## src/rtl/io_bcd_display.sv

```systemverilog
// io_bcd_display: double-dabble binary-to-BCD driver for six active-low 7-segment displays (two digits per I/O port).
// Ports: clock/reset (sync, active-high); out_port0..2 = data-memory I/O output ports;
//        hex0..hex5 = gfedcba active-low digits (units/tens per port); ovf[n] = channel n >= 100;
//        neg2 = channel 2 negative; update = one-cycle pulse after a full 3-channel refresh.
module io_bcd_display #(
  parameter int WIDTH   = 7,
  parameter int SIGNED2 = 1,
  parameter int BLANK   = 1
) (
  input  logic        clock,
  input  logic        reset,
  input  logic [31:0] out_port0,
  input  logic [31:0] out_port1,
  input  logic [31:0] out_port2,
  output logic [6:0]  hex0,
  output logic [6:0]  hex1,
  output logic [6:0]  hex2,
  output logic [6:0]  hex3,
  output logic [6:0]  hex4,
  output logic [6:0]  hex5,
  output logic [2:0]  ovf,
  output logic        neg2,
  output logic        update
);
  typedef enum logic [1:0] {IDLE, LOAD, SHIFT, STORE} state_t;
  state_t state;
  logic [1:0] ch;
  logic [3:0] cnt;
  logic [WIDTH-1:0] bin, snap, mag;
  logic [11:0] bcd, bcd_adj;
  logic sign, neg_in;
  logic [6:0] seg_u, seg_t;
  logic unused_bits;
  function automatic logic [3:0] adj(input logic [3:0] n);
    return n >= 4'd5 ? n + 4'd3 : n;
  endfunction
  function automatic logic [6:0] seg(input logic [3:0] d);
    logic [6:0] s;
    s = 7'b1111111;
    case (d)
      4'd0: s = 7'b1000000;
      4'd1: s = 7'b1111001;
      4'd2: s = 7'b0100100;
      4'd3: s = 7'b0110000;
      4'd4: s = 7'b0011001;
      4'd5: s = 7'b0010010;
      4'd6: s = 7'b0000010;
      4'd7: s = 7'b1111000;
      4'd8: s = 7'b0000000;
      4'd9: s = 7'b0010000;
      default: s = 7'b1111111;
    endcase
    return s;
  endfunction
  assign snap = ch == 2'd0 ? out_port0[WIDTH-1:0] : ch == 2'd1 ? out_port1[WIDTH-1:0] : out_port2[WIDTH-1:0];
  assign neg_in = SIGNED2 != 0 && ch == 2'd2 && snap[WIDTH-1];
  // the most negative value negates to itself, which read unsigned is the right magnitude
  assign mag = neg_in ? ~snap + 1'b1 : snap;
  assign bcd_adj = {adj(bcd[11:8]), adj(bcd[7:4]), adj(bcd[3:0])};
  assign seg_u = seg(bcd[3:0]);
  assign seg_t = (BLANK != 0 && bcd[7:4] == 4'd0) ? 7'b1111111 : seg(bcd[7:4]);
  assign unused_bits = ^{out_port0[31:WIDTH], out_port1[31:WIDTH], out_port2[31:WIDTH], bcd_adj[11]};
  always_ff @(posedge clock) begin
    if (reset) begin
      state <= IDLE;
      ch <= 2'd0;
      cnt <= 4'd0;
      bin <= '0;
      bcd <= 12'd0;
      sign <= 1'b0;
      {hex0, hex1, hex2, hex3, hex4, hex5} <= {6{7'b1111111}};
      ovf <= 3'b000;
      neg2 <= 1'b0;
      update <= 1'b0;
    end else begin
      update <= 1'b0;
      case (state)
        IDLE: state <= LOAD;
        LOAD: begin
          bin <= mag;
          sign <= neg_in;
          bcd <= 12'd0;
          cnt <= 4'd0;
          state <= SHIFT;
        end
        SHIFT: begin
          bcd <= {bcd_adj[10:0], bin[WIDTH-1]};
          bin <= bin << 1;
          cnt <= cnt + 4'd1;
          if (cnt == 4'(WIDTH-1)) state <= STORE;
        end
        STORE: begin
          ovf[ch] <= |bcd[11:8];
          if (ch == 2'd0) {hex1, hex0} <= {seg_t, seg_u};
          if (ch == 2'd1) {hex3, hex2} <= {seg_t, seg_u};
          if (ch == 2'd2) begin
            {hex5, hex4} <= {seg_t, seg_u};
            neg2 <= sign;
            update <= 1'b1;
          end
          ch <= ch == 2'd2 ? 2'd0 : ch + 2'd1;
          state <= LOAD;
        end
        default: state <= IDLE;
      endcase
    end
  end
endmodule
```

## config.mk

```make
export PLATFORM = sky130hd
export DESIGN_NAME = io_bcd_display
export DESIGN_NICKNAME = d
export VERILOG_FILES = /design/src/rtl/io_bcd_display.sv
export SDC_FILE = /design/constraint.sdc
export NUM_CORES = 1
export LEC_CHECK = 0
export ABC_AREA = 0
export BUFFER_PORTS_ARGS = -buffer_cell sky130_fd_sc_hd__clkbuf_2
export CAP_MARGIN = 40
export CORE_MARGIN = 8
export CORE_UTILIZATION = 40
export CTS_BUF_LIST = sky130_fd_sc_hd__clkbuf_4 sky130_fd_sc_hd__clkbuf_8
export CTS_CLUSTER_SIZE = 16
export DETAILED_ROUTE_END_ITERATION = 12
export HOLD_SLACK_MARGIN = 0.02
export PLACE_DENSITY = 0.69
export SYNTH_ARGS = -nofsm -noshare
export SYNTH_HDL_FRONTEND = slang
export SYNTH_SLANG_ARGS = --single-unit
```

## constraint.sdc

```tcl
create_clock -name clock -period 6.42 [get_ports clock]
set_input_delay 1.284 -clock clock [delete_from_list [all_inputs] [get_ports clock]]
set_output_delay 1.284 -clock clock [all_outputs]
set_load 0.02 [all_outputs]
```

==> impl_metrics.yaml, run 1 <==
place:
  portBuffers: 69
  dp.cells: 665
  gp_congestion: 0.827
  dpl.hpwl_mm: 6.84
floorplanning:
  initial_utilization: 0.409
  fp.dieArea_um2: 14000
  pin_count: 145
  die_y_um: 118
  rows: 37
  core_um2: 10200
  chipWidth_um: 118
cts:
  cts_buffer_depth: 2
  h-tree-depth: 3
  ctsResizeCount: 0
  path_clk_slew_ns: 0.09
  cts_tree: "built"
  hold_buffers: 0
  clkLatencyLatePin_ns: 0.34
  numCtsBuffers: 9
  cts_setup_buffers: 0
  clock-sinks: 89
  root_buffer: "clkbuf_8"
yosys:
  synthTopCellsByArea: "dfxtp_1 43%, ha_1 6.9%, nand2_1 6.1%, nor2_1 5.6%, a211o_1 4.8%"
  ys_seq_area_frac: 0.425
  synth_xor_area_frac: 0.0167
  ys_warn_count: 0
  synth-edff-count: 0
  synth_area_um2: 4190
  syn_nets: 604
  ys_ff_latch: 89
  synth_top_family_by_area: "simple AND/OR/NAND/NOR gates"
  ys.flop_type: "dfxtp_1"
  synth_cell_types: 53
  synth_top_area_frac: 0.425
  synthTopCellsByCount: "89 x dfxtp_1, 68 x nand2_1, 62 x nor2_1"
  syn-instance-count: 483
  syn_avg_cell_area_um2: 8.67
  synth_compound_area_frac: 0.186
  synth_most_common_cell: "dfxtp_1"
  yosys.area.top_type: "dfxtp_1"
  async_reset_ff_frac: 0
  synth.area.mux_share: 0.0373
  synthSimpleGateAreaFrac: 0.221
  synthAdderAreaFrac: 0.0687
critical_path:
  required_ns: 6.67
  reg2reg_depth: 10
  start_kind: "flip-flop"
  cp_common_cell: "inv_1"
  reg2reg_from: "state[0]"
  cp.depth: 10
  worstSetupStartpoint: "state[0]"
  worstPathArrival_ns: 3.55
  rrSetupSlack_ns: 3.11
  crit_family: "compound AO/OA/AOI/OAI gates"
  path_cells: "inv_1 > ha_1 > buf_8 > inv_1 > nand2_1 > o32ai_1 > nor2b_1 > inv_1 > ha_1 > o41ai_1"
  crit_slowest_cell: "o32ai_1"
  cp_max_fo: 22
  path_class: "reg2reg"
  worst_setup_path_end_kind: "flip-flop"
  path_buf_inv: 4
  slowest_delay_ns: 0.54
cells_and_area:
  num_antenna_cells: 0
  area_growth_pct: 14.9
  nets: 662
  final_cells: 682
  layout-drive-gt1-share: 0.189
drt:
  dr.first_iter.drc_count: 198
  remaining_drc_errors: 0
  wl_per_cell_um: 13.4
  drt_wl_total_mm: 9.11
  drt-pass1-iter-count: 4
  vias: 3493
  via_per_inst: 5.12
  ant_nets: 0
timing:
  hold_viol: 0
  rsz0062_at_grt: "false"
  post-route-period-util: 0.515
  tns_ns: 0
  setup_viol: 0
  drv_slew: 0
  skew_ns: 0.00886
  period_minus_slack_ns: 3.31
  worst_pin_slew_ns: 0.816
  timing.fmax_mhz: 302
  slew_headroom: 0.455
worst_hold_path:
  hp-class: "reg2reg"
global_routing:
  overflow: 0
  grt_pass1_vias: 3496
  grt_start_max_net_pins: 65
  antenna_found_initial: 0
  grt_use_total: 0.131
  grt_pass1_wl_mm: 15.8
run_status:
  status: "complete, no violations"
power:
  p_leak_nw: 2.08
  peakVddDrop_mv: 0.131
  power_density_nw_per_um2: 280
flow_run:
  cap_violations: 0
[cell usage in the layout, fill, tap and decap left out, types with 10 or more instances in the layout]
cell      count
clkbuf_2     69
clkbuf_8     10
o21ai_0      17
inv_1        21
mux2i_1      10
nand3b_1     24
dfxtp_1      89
a211o_1      23
a21oi_1      20
ha_1         23
nand2_1      68
nor2_1       62
[layer usage]
layer / share of wire / GRT usage / routed length [um]
met1: 0.46 / 0.153 / 4160
met2: 0.49 / 0.228 / 4500
met3: 0.042 / 0.0267 / 382
met4: 0.0070 / 0.0528 / 64
met5: 0 / 0 / 0
[per-stage QoR]
stage | total power, mW | area [um2] | setup slack (ns) | util | hold slack [ns]
global route | 1.43 | 4810 | 2.82 | 0.471 | 0.483
floorplan | 0.913 | 4190 | 3.56 | - | 0.431
detailed placement | 1.00 | 4620 | 2.92 | 0.451 | 0.451
CTS | 1.35 | 4800 | 2.89 | 0.469 | 0.468
global placement | 0.986 | 4610 | 3.01 | 0.451 | 0.445
finish | 1.35 | 4810 | 3.11 | 0.471 | 0.466
[worst min-delay path by stage]
stage | start | end | slack (ns) | depth (start not counted)
final | bin[2] | bin[2] | 0.47 | 2
after global routing | sign | neg2 | 0.48 | 2
after CTS | bin[2] | bin[2] | 0.47 | 2
after detailed placement | hex1[2] | hex1[2] | 0.45 | 1
after global placement | hex1[3] | hex1[3] | 0.44 | 1
after floorplan | sign | neg2 | 0.43 | 2
[worst register-to-register path, delay by kind of cell (launching register included)]
kind | cells | cell delay (ns)
buffers and inverters | 4 | 0.65
AO/OA/AOI/OAI | 2 | 0.87
flip-flops | 1 | 0.40
adder cells (fa/ha/maj) | 2 | 0.78
AND/OR/NAND/NOR | 2 | 0.53
[cell families (layout without fill, tap and decap cells)]
family,count (synthesis),in the layout
simple gates,195,195
compound gates,107,107
flops,89,89
buf+inv,47,110
fa+ha+maj,23,23
mux,14,14
xor+xnor,8,8
[flip-flops by register name, summed over array words and instances (netlist names), named ones only]
name    flops
hex4        7
hex0        7
hex2        7
ch          2
hex1        7
neg2        1
ovf         3
update      1
hex5        7
bcd        12
cnt         4
state       2
bin         7
seg_u       7
hex3        7
sign        1
[power by group]
group / switching (mW) / total (mW) / leakage (nW) / internal, mW
sequential: 0.0368 / 0.642 / 0.722 / 0.605
combinational: 0.224 / 0.360 / 1.28 / 0.136
clock: 0.192 / 0.348 / 0.0816 / 0.157
total: 0.452 / 1.35 / 2.08 / 0.898
[final cells by class]
type                            count  area [um2]
Clock buffer                       11         145
Clock inverter                      5        38.8
Fill cell                         973        5420
Inverter                           21        78.8
Multi-Input combinational cell    347        2220
Sequential cell                    89        1780
Tap cell                          136         170
Timing Repair Buffer               73         380
Power figures use the tool's default switching activity.
==> inputs of run 2 (changes only) <==
Settings changed: ABC_AREA 0 to 1, PLACE_DENSITY 0.69 to 0.71.
Clock period 6.42 ns to 3 ns, I/O delays scaled along.
==> impl_metrics.yaml, run 2 <==
drt:
  drt_wl_total_mm: 10.5
  remaining_drc_errors: 0
  ant_nets: 0
  vias: 3890
  dr.first_iter.drc_count: 269
  wl_per_cell_um: 13.3
  via_per_inst: 4.94
  drt-pass1-iter-count: 5
place:
  dpl.hpwl_mm: 7.64
  dpl_cell_area_um2: 4710
  gp_congestion: 0.844
  portBuffers: 69
critical_path:
  r2r-end: "seg_u[3]"
  cp_max_fo: 15
  worstPathArrival_ns: 2.77
  reg2reg_depth: 11
  start_kind: "flip-flop"
  path_class: "reg2reg"
  reg2reg_from: "state[0]"
  rrSetupSlack_ns: 0.55
  required_ns: 3.32
  worst_setup_path_end_kind: "flip-flop"
yosys:
  syn_nets: 703
  ys_warn_count: 0
  synth_top_area_frac: 0.416
  synthTopCellsByCount: "196 x nand2_1, 89 x dfxtp_1, 74 x nand3_1"
  syn-instance-count: 582
  synth-edff-count: 0
  synth_area_um2: 4280
  yosys.area.top_type: "dfxtp_1"
  ys_seq_area_frac: 0.416
  synth_most_common_cell: "nand2_1"
  syn_avg_cell_area_um2: 7.35
  ys_ff_latch: 89
  synth_cell_types: 39
  ys.flop_type: "dfxtp_1"
  synthTopCellsByArea: "dfxtp_1 42%, nand2_1 17%, nand3_1 8.7%, ha_1 6.7%, inv_1 5.4%"
  async_reset_ff_frac: 0
global_routing:
  overflow: 0
  grt_pass1_vias: 3883
  antenna_found_initial: 0
  grt_use_total: 0.149
  grt_start_max_net_pins: 51
  grt_pass1_wl_mm: 17.9
cts:
  clkLatencyLatePin_ns: 0.37
  cts_tree: "built"
  h-tree-depth: 3
  root_buffer: "clkbuf_8"
  cts_buffer_depth: 2
  path_clk_slew_ns: 0.11
  numCtsBuffers: 9
  ctsResizeCount: 0
  clock-sinks: 89
  cts_setup_buffers: 0
  hold_buffers: 0
cells_and_area:
  fin_area_um2: 4900
  mostFrequentLayoutCells: "196 x nand2_1, 89 x dfxtp_1, 74 x nand3_1, 69 x clkbuf_2, 61 x inv_1"
  largest_reg_flops: 12
  mostFrequentLayoutCell: "nand2_1"
  layout-drive-gt1-share: 0.209
  largest-register: "bcd"
  area_growth_pct: 14.6
  fillers: 1036
  nets: 768
  num_antenna_cells: 0
timing:
  holdWs_ns: 0.463
  slew_headroom: 0.527
  post-route-period-util: 0.815
  worst_pin_slew_ns: 0.709
  period_minus_slack_ns: 2.45
  setup_viol: 0
  tns_ns: 0
  hold_viol: 0
  rsz0062_at_grt: "false"
  drv_slew: 0
  skew_ns: 0.0130
  timing.fmax_mhz: 409
flow_run:
  cap_violations: 0
floorplanning:
  rows: 37
  initial_utilization: 0.413
  chipWidth_um: 119
  fp.dieArea_um2: 14300
  die_y_um: 119
  pin_count: 145
  core_um2: 10400
power:
  peakVddDrop_mv: 0.234
  power_density_nw_per_um2: 607
  p_leak_nw: 2.47
worst_hold_path:
  holdPathStages: 2
  hp-class: "reg2reg"
  holdPathEnd: "hex3[0]"
  min_from: "hex3[0]"
run_status:
  status: "complete, no violations"
-- run 2: power breakdown --
part	internal, mW	switching, mW
Combinational	0.247	0.546
Sequential	1.30	0.0770
Clock	0.324	0.484
-- run 2: worst max-delay path: stages (launching register included) --
cell	delay, ns
dfxtp_1	0.40
inv_1	0.06
ha_1	0.48
nor2_8	0.32
nand3_1	0.10
o21ai_1	0.14
nand2_1	0.20
ha_1	0.35
nand3b_1	0.16
nand2_1	0.08
nand2_1	0.05
nand2_1	0.05
-- run 2: metrics by stage --
| stage | power [mW] | setup slack, ns | instances | util |
|---|---|---|---|---|
| 2_1_floorplan | 2.00 | 0.912 | 582 | - |
| 3_3_place_gp | 2.17 | 0.656 | 772 | 0.454 |
| 3_5_place_dp | 2.19 | 0.589 | 772 | 0.454 |
| 4_1_cts | 3.00 | 0.536 | 788 | 0.473 |
| 5_1_grt | 3.14 | 0.323 | 788 | 0.473 |
| 6_report | 2.98 | 0.555 | 788 | 0.473 |
-- run 2: cell families (layout without fill, tap and decap cells) --
logic type | after synthesis | after routing | share of synthesized area
AO/OA/AOI/OAI | 56 | 56 | 0.0775
buffers and inverters | 91 | 161 | 0.0915
AND/OR/NAND/NOR | 320 | 320 | 0.341
adder cells (fa/ha/maj) | 23 | 23 | 0.0673
XOR/XNOR | 3 | 3 | 0.00614
flip-flops | 89 | 89 | 0.416
-- run 2: cell type report --
type	count	area, um2	area share
flip-flops and latches	89	1780	0.363
clock inverters	7	70.1	0.0143
well taps	136	170	0.0347
clock buffers	9	124	0.0253
multi-input cells	402	2110	0.430
repair buffers	73	375	0.0766
inverters	72	275	0.0562
-- run 2: metal layers --
layer | up-vias | part of all wire | track usage | wire [um]
met5 | - | 0 | 0 | 0
met4 | 0 | 0.017 | 0.0640 | 177
met3 | 17 | 0.072 | 0.0302 | 754
met2 | 100 | 0.47 | 0.250 | 4880
met1 | 1802 | 0.44 | 0.183 | 4650
li1 | 1971 | - | - | -
-- run 2: how the worst max path moves through the flow --
stage	slack [ns]	start	to	cells past startpoint
2_1_floorplan	0.91	state[0]	seg_u[3]	13
3_3_place_gp	0.66	state[0]	seg_u[3]	11
3_5_place_dp	0.59	state[0]	seg_u[3]	11
4_1_cts	0.54	state[0]	seg_u[3]	11
5_1_grt	0.32	state[0]	seg_u[3]	11
6_report	0.55	state[0]	seg_u[3]	11
